[src/rtl/id_ex_stage_pkg.sv]
// Shared definitions for the decode-to-execute stage: ALU operation codes
// and operand-source select constants used by decode, this stage and the ALU.
package id_ex_stage_pkg;

    localparam int unsigned REG_IDX_W = 5;
    localparam int unsigned ALU_OP_W  = 4;

    localparam logic [ALU_OP_W-1:0] ALU_OP_ADD  = 4'h0;
    localparam logic [ALU_OP_W-1:0] ALU_OP_SUB  = 4'h1;
    localparam logic [ALU_OP_W-1:0] ALU_OP_SLL  = 4'h2;
    localparam logic [ALU_OP_W-1:0] ALU_OP_SLT  = 4'h3;
    localparam logic [ALU_OP_W-1:0] ALU_OP_SLTU = 4'h4;
    localparam logic [ALU_OP_W-1:0] ALU_OP_XOR  = 4'h5;
    localparam logic [ALU_OP_W-1:0] ALU_OP_SRL  = 4'h6;
    localparam logic [ALU_OP_W-1:0] ALU_OP_SRA  = 4'h7;
    localparam logic [ALU_OP_W-1:0] ALU_OP_OR   = 4'h8;
    localparam logic [ALU_OP_W-1:0] ALU_OP_AND  = 4'h9;
    localparam logic [ALU_OP_W-1:0] ALU_OP_PASS = 4'hA;

    localparam logic SRC1_RS1 = 1'b0;
    localparam logic SRC1_PC  = 1'b1;
    localparam logic SRC2_RS2 = 1'b0;
    localparam logic SRC2_IMM = 1'b1;

endpackage

[src/rtl/id_ex_stage_fwd_mux.sv]
// Per-operand bypass: picks MEM, then WB, then register-file data, and flags
// a MEM-stage load to this register (data not yet available).
module fwd_mux
    import id_ex_stage_pkg::*;
#(
    parameter int unsigned XLEN = 32
) (
    input  logic [REG_IDX_W-1:0] i_rs,
    input  logic [XLEN-1:0]      i_rf_data,
    input  logic [REG_IDX_W-1:0] i_mem_rd,
    input  logic                 i_mem_rd_we,
    input  logic                 i_mem_is_load,
    input  logic [XLEN-1:0]      i_mem_data,
    input  logic [REG_IDX_W-1:0] i_wb_rd,
    input  logic                 i_wb_rd_we,
    input  logic [XLEN-1:0]      i_wb_data,
    output logic [XLEN-1:0]      o_data,
    output logic                 o_load_hit
);

    logic w_rs_nonzero;
    logic w_mem_match;
    logic w_wb_match;

    assign w_rs_nonzero = (i_rs != '0);
    assign w_mem_match  = w_rs_nonzero && i_mem_rd_we && (i_mem_rd == i_rs);
    assign w_wb_match   = w_rs_nonzero && i_wb_rd_we  && (i_wb_rd  == i_rs);

    // A load in MEM has no data yet, so it falls through to WB/regfile here
    // and the top level holds the instruction until it reaches WB.
    assign o_load_hit = w_mem_match && i_mem_is_load;

    always_comb begin
        o_data = i_rf_data;
        if (!w_rs_nonzero) begin
            o_data = '0;
        end else if (w_mem_match && !i_mem_is_load) begin
            o_data = i_mem_data;
        end else if (w_wb_match) begin
            o_data = i_wb_data;
        end
    end

endmodule

[src/rtl/id_ex_stage.sv]
// Decode-to-execute pipeline register with operand forwarding and load-use
// stall insertion for the 5-stage RV32I core.
module id_ex_stage
    import id_ex_stage_pkg::*;
#(
    parameter int unsigned XLEN        = 32,
    parameter int unsigned STALL_CNT_W = 16
) (
    input  logic                   clk,
    input  logic                   rst_n,
    input  logic                   in_valid,
    output logic                   in_ready,
    input  logic [XLEN-1:0]        in_pc,
    input  logic [REG_IDX_W-1:0]   in_rs1,
    input  logic [REG_IDX_W-1:0]   in_rs2,
    input  logic [REG_IDX_W-1:0]   in_rd,
    input  logic [XLEN-1:0]        in_rs1_data,
    input  logic [XLEN-1:0]        in_rs2_data,
    input  logic [XLEN-1:0]        in_imm,
    input  logic [ALU_OP_W-1:0]    in_alu_op,
    input  logic                   in_src1_sel,
    input  logic                   in_src2_sel,
    input  logic                   in_rd_we,
    input  logic                   flush,
    input  logic [REG_IDX_W-1:0]   mem_rd,
    input  logic                   mem_rd_we,
    input  logic                   mem_is_load,
    input  logic [XLEN-1:0]        mem_data,
    input  logic [REG_IDX_W-1:0]   wb_rd,
    input  logic                   wb_rd_we,
    input  logic [XLEN-1:0]        wb_data,
    output logic                   out_valid,
    input  logic                   out_ready,
    output logic [XLEN-1:0]        alu_in1,
    output logic [XLEN-1:0]        alu_in2,
    output logic [ALU_OP_W-1:0]    alu_op,
    output logic [XLEN-1:0]        out_pc,
    output logic [REG_IDX_W-1:0]   out_rd,
    output logic                   out_rd_we,
    output logic [XLEN-1:0]        out_store_data,
    output logic [STALL_CNT_W-1:0] stall_cnt
);

    // Handshake: a transfer happens on a port in any cycle where its valid and
    // ready are both high; valid never depends on the same-side ready.
    logic                   r_valid;
    logic [XLEN-1:0]        r_pc;
    logic [REG_IDX_W-1:0]   r_rs1;
    logic [REG_IDX_W-1:0]   r_rs2;
    logic [REG_IDX_W-1:0]   r_rd;
    logic [XLEN-1:0]        r_rs1_data;
    logic [XLEN-1:0]        r_rs2_data;
    logic [XLEN-1:0]        r_imm;
    logic [ALU_OP_W-1:0]    r_alu_op;
    logic                   r_src1_sel;
    logic                   r_src2_sel;
    logic                   r_rd_we;
    logic [STALL_CNT_W-1:0] r_stall_cnt;

    logic [XLEN-1:0]        w_fwd1;
    logic [XLEN-1:0]        w_fwd2;
    logic                   w_load_hit1;
    logic                   w_load_hit2;
    logic                   w_hazard;
    logic                   w_fire;
    logic                   w_capture;

    fwd_mux #(.XLEN(XLEN)) u_fwd_rs1 (
        .i_rs          (r_rs1),
        .i_rf_data     (r_rs1_data),
        .i_mem_rd      (mem_rd),
        .i_mem_rd_we   (mem_rd_we),
        .i_mem_is_load (mem_is_load),
        .i_mem_data    (mem_data),
        .i_wb_rd       (wb_rd),
        .i_wb_rd_we    (wb_rd_we),
        .i_wb_data     (wb_data),
        .o_data        (w_fwd1),
        .o_load_hit    (w_load_hit1)
    );

    fwd_mux #(.XLEN(XLEN)) u_fwd_rs2 (
        .i_rs          (r_rs2),
        .i_rf_data     (r_rs2_data),
        .i_mem_rd      (mem_rd),
        .i_mem_rd_we   (mem_rd_we),
        .i_mem_is_load (mem_is_load),
        .i_mem_data    (mem_data),
        .i_wb_rd       (wb_rd),
        .i_wb_rd_we    (wb_rd_we),
        .i_wb_data     (wb_data),
        .o_data        (w_fwd2),
        .o_load_hit    (w_load_hit2)
    );

    // rs2 always counts as used because stores forward it as store data.
    assign w_hazard  = r_valid && ((w_load_hit1 && (r_src1_sel == SRC1_RS1)) || w_load_hit2);
    assign out_valid = r_valid && !w_hazard;
    assign w_fire    = out_valid && out_ready;
    assign in_ready  = !r_valid || w_fire;
    assign w_capture = in_valid && in_ready;

    assign alu_in1        = (r_src1_sel == SRC1_PC)  ? r_pc  : w_fwd1;
    assign alu_in2        = (r_src2_sel == SRC2_IMM) ? r_imm : w_fwd2;
    assign out_store_data = w_fwd2;
    assign alu_op         = r_alu_op;
    assign out_pc         = r_pc;
    assign out_rd         = r_rd;
    assign out_rd_we      = r_rd_we;
    assign stall_cnt      = r_stall_cnt;

    always_ff @(posedge clk or negedge rst_n) begin
        if (!rst_n) begin
            r_valid    <= 1'b0;
            r_pc       <= '0;
            r_rs1      <= '0;
            r_rs2      <= '0;
            r_rd       <= '0;
            r_rs1_data <= '0;
            r_rs2_data <= '0;
            r_imm      <= '0;
            r_alu_op   <= ALU_OP_ADD;
            r_src1_sel <= SRC1_RS1;
            r_src2_sel <= SRC2_RS2;
            r_rd_we    <= 1'b0;
        end else if (flush) begin
            r_valid <= 1'b0;
        end else if (w_capture) begin
            r_valid    <= 1'b1;
            r_pc       <= in_pc;
            r_rs1      <= in_rs1;
            r_rs2      <= in_rs2;
            r_rd       <= in_rd;
            r_rs1_data <= in_rs1_data;
            r_rs2_data <= in_rs2_data;
            r_imm      <= in_imm;
            r_alu_op   <= in_alu_op;
            r_src1_sel <= in_src1_sel;
            r_src2_sel <= in_src2_sel;
            r_rd_we    <= in_rd_we;
        end else if (w_fire) begin
            r_valid <= 1'b0;
        end
    end

    always_ff @(posedge clk or negedge rst_n) begin
        if (!rst_n) begin
            r_stall_cnt <= '0;
        end else if (w_hazard && out_ready && (r_stall_cnt != '1)) begin
            r_stall_cnt <= r_stall_cnt + 1'b1;
        end
    end

endmodule
[config.mk]
export PLATFORM = sky130hd
export DESIGN_NAME = id_ex_stage
export DESIGN_NICKNAME = d
export VERILOG_FILES = /design/src/rtl/id_ex_stage_pkg.sv /design/src/rtl/id_ex_stage_fwd_mux.sv /design/src/rtl/id_ex_stage.sv
export SDC_FILE = /design/constraint.sdc
export NUM_CORES = 1
export LEC_CHECK = 0
export BUFFER_PORTS_ARGS = -buffer_cell sky130_fd_sc_hd__buf_2
export CORE_AREA = 4 4 149 151
export CTS_CLUSTER_SIZE = 16
export DETAILED_ROUTE_END_ITERATION = 10
export DIE_AREA = 0 0 153 155
export GPL_TIMING_DRIVEN = 1
export PLACE_DENSITY_LB_ADDON = 0.1
export SETUP_SLACK_MARGIN = 0.4
export SYNTH_ARGS = -nofsm -noshare
export SYNTH_HDL_FRONTEND = slang
export SYNTH_SLANG_ARGS = --single-unit
[constraint.sdc]
create_clock -name clk -period 2.8 [get_ports clk]
set_input_delay 0.28 -clock clk [delete_from_list [all_inputs] [get_ports clk]]
set_output_delay 0.28 -clock clk [all_outputs]
set_load 0.05 [all_outputs]
==> impl_results.md <==
- Crit path cell chain: or4_4 > o211ai_1 > or2_4 > buf_12 > buf_12 > nand2_2 > a31o_4 > o21ai_4 > buf_6
- TritonCTS clock tree: done
- Yosys top cell area share: about 47%
- Failing checks: negative setup slack
- Die area: around 24,000 um2
- CP most frequent cell: buf_12
- Antenna violations before repair: 7
- Crit Path Max Fanout: 8
- Worst VDD drop: approximately 0.00045 V
- CTS Sinks: around 170
- Startpoint Class: register
- Max frequency: ~0.33 GHz
- First DRT Iteration DRCs: 454
- Synth Flop Type: dfrtp_1
- Vias in the first global route: roughly 8.7k
- Clock power frac: a little over a fifth
- Worst Tran Pin Value: between 700 and 800 ps
- Vias: about 8.7k
- DR pass1 iterations: 4
- Die width: between 150 and 200 um
- Endpoints failing setup: 152
- Layout cell share with drive strength beyond 1: 65.22%
- Placed Cells: 1,457
- Root buf cell: clkbuf_16
- Status: complete, but fails checks
- Final std cells w/o fill: 1,574
- Static leakage: around 7.5 nW
- DP Area: around 12,000 um2
- Wirelength per Cell: 23.93 um
- Setup WS post-layout: -255.5 ps
- Setup Crit Path Kind: register to primary output
- Remaining antenna violation count: 0
- Min-Delay Path Class: primary input to register
- Cell Area, Synth: roughly 8800 um2
- Slew Viols, Final: 0
- Final instance area: approximately 16,000 um2
- # port buffers: roughly 390
- Syn-to-layout area delta: 79.05%
- Slew margin rel.: 49.49%
- RSZ-0062 raised after global routing: true
- FP Rows: 53
- Setup TNS: -13,350 ps
- Clock transition at the registers of the reported paths: roughly 70 ps
- Hold path cells: 2
- Final net count: approximately 1.5k
- Crit. End Element: primary output
- Maxcap violations: 0
- Final GP Congestion: 0.8919
- Net Switching: around 0.0046 W
- Yosys cell types: 39
- Placed wire-length estimate: 23,010 um
- Asr flop ratio synth: 100.0%
- Routed WL: around 38,000 um
- First-pass GRT wire length: slightly above 50,000 um
- Period utilisation layout: 109.1%
- Setup crit start: r_rs2[3]
- Yosys warns: 0
- Critical path's slowest cell: or4_4
- Cells on worst reg2reg path: 12
- CP top delay family: simple AND/OR/NAND/NOR gates
- CTS Buf Count: 17
- Total track usage: between 20 and 30%
- Syn nets: around 1.0k
- Worst r2r src: r_rs2[3]
- Combinational Power Share: between 50% and 60%
- Power Density: about 710 nW/um2
- Die height: 155 um
- Setup slack, reg-to-reg: -50 ps
- Crit path depth: 9
- Total power: roughly 0.011 W
- Crit path DAT: approximately 2800 ps
- Worst skew pair latency: roughly 430 ps
- H-tree depth: 4
- Register area share after synthesis: between 40% and 50%
- I/O Pins: a little under 400
- Crit path required time: 2520 ps
- Largest net degree at the start of global routing: 78
- Reg power frac: around 28%
- Clock Tree Buf Depth: 2
- DR vias/cell: 5.508
- Seq cells post-synth: roughly 170
- Syn Area/Cell: approximately 11 um2
- Post-synth top area cell: dfrtp_1
- Synth area leaders: dfrtp_1 47%, mux2_1 17%, mux2i_1 4.2%, nand2_1 3.9%, o21ai_0 3.7%
- Switching Share: ~41%
- GRT overflow: 0
- CP endpoint: alu_in2[13]
- Cells after Synth: 813
- Initial core utilization: 42.39%
- Int Pwr: about 0.0066 W
- R2r endpoint: out_pc[28]
- Final hold vios: 0
- Number of flops mapped to enable cells by yosys: 0
- Skew final: 13.79 ps
- Worst path max stage delay: 540 ps
- CP bufs+invs: 3
- Place WS: -8.300 ps
- Core area: roughly 21,000 um2
- Minimum clock period: roughly 3100 ps
- Drt drc: 0
-- cells by family after synthesis --
kind of cell / share of synthesized area [%]
xor gates and xnor gates: 3.473
muxes: 24.10
buffers and inverters: 3.615
and+or+nand+nor: 9.031
AOI/OAI and AO/OA: 12.29
adders and majority gates: 0.1417
DFF: 47.35
-- registers in the layout, summed over array words and instances (netlist names) --
name        cells
r_rs1           5
r_imm          32
out_rd          5
stall_cnt      16
r_rs1_data     32
out_rd_we       1
r_src2_sel      1
r_valid         1
alu_op          4
r_src1_sel      1
out_pc         32
r_rs2_data     32
r_rs2           5
-- power by group through the flow --
| stage | combinational (W) | clock, W | sequential, W |
|---|---|---|---|
| 6_report | 0.00565 | 0.00242 | 0.00311 |
| 5_1_grt | 0.00586 | 0.00255 | 0.00315 |
| 4_1_cts | 0.00508 | 0.00244 | 0.00305 |
| 3_5_place_dp | 0.00419 | 0 | 0.00309 |
| 3_3_place_gp | 0.00417 | 0 | 0.00307 |
| 2_1_floorplan | 0.00276 | 0 | 0.00338 |
-- cell type report --
type,count,area [um2]
inverters,3,11.26
clock buffers,20,446.7
flip-flops and latches,167,4182
fillers,1352,5020
diodes,5,12.51
repair buffers,503,4594
clock inverters,12,142.6
well taps,275,344.1
multi-input cells,589,6070
-- worst min path at each step --
stage / start / end
floorplan: rst_n / alu_op[0]
global placement: rst_n / r_imm[27]
detailed placement: rst_n / r_imm[27]
CTS: in_rs2_data[5] / r_rs2_data[5]
global route: in_rs1_data[29] / r_rs1_data[29]
finish: out_ready / r_valid
-- placed cells by master, fill, tap and decap left out, types with 6 or more instances in the layout --
| master | n |
|---|---|
| a21o_1 | 33 |
| a21oi_1 | 25 |
| a21oi_2 | 7 |
| a21oi_4 | 7 |
| a31o_4 | 25 |
| buf_12 | 31 |
| buf_16 | 17 |
| buf_2 | 289 |
| buf_4 | 26 |
| buf_6 | 90 |
| buf_8 | 37 |
| clkbuf_16 | 28 |
| dfrtp_1 | 165 |
| mux2_4 | 153 |
| mux2i_1 | 26 |
| mux2i_4 | 9 |
| nand2_1 | 64 |
| nand2_2 | 19 |
| nand2_4 | 8 |
| nand3_1 | 8 |
| nand4_1 | 8 |
| nor2_1 | 31 |
| nor2_2 | 6 |
| nor2_4 | 27 |
| o21ai_0 | 32 |
| o21ai_4 | 28 |
| xnor2_1 | 22 |
| xor2_1 | 11 |
-- layer usage --
layer	wire [um]	global-route usage (%)
met5	21	0
met4	983	9.079
met3	2622	7.705
met2	19570	50.01
met1	14460	33.13
-- cell usage after synthesis (8+ instances only) --
cell type / instances
a21o_1: 33
a21oi_1: 39
a31o_2: 27
buf_2: 15
buf_6: 11
clkbuf_1: 28
dfrtp_1: 167
mux2_1: 133
mux2_2: 23
mux2i_1: 37
nand2_1: 91
nand3_1: 8
nand4_1: 8
nor2_1: 63
o21ai_0: 65
xnor2_1: 24
xor2_1: 11
-- timing repair --
item	CTS	global route
gates resized for setup	294	250
hold buffers	2	0
pin swaps	46	51
endpoints found under the hold margin	76	0
cloned	17	12
setup endpoints to repair	248	248
setup buffers	28	21
-- through the flow --
stage	utilization (%)	hold WS (ps)
after floorplan	-	-15.59
after global placement	57.35	388.1
after detailed placement	57.35	386.0
after CTS	69.23	48.56
after global routing	75.89	63.07
final	75.89	72.05
Note: power is estimated with default switching activity, not from simulation.
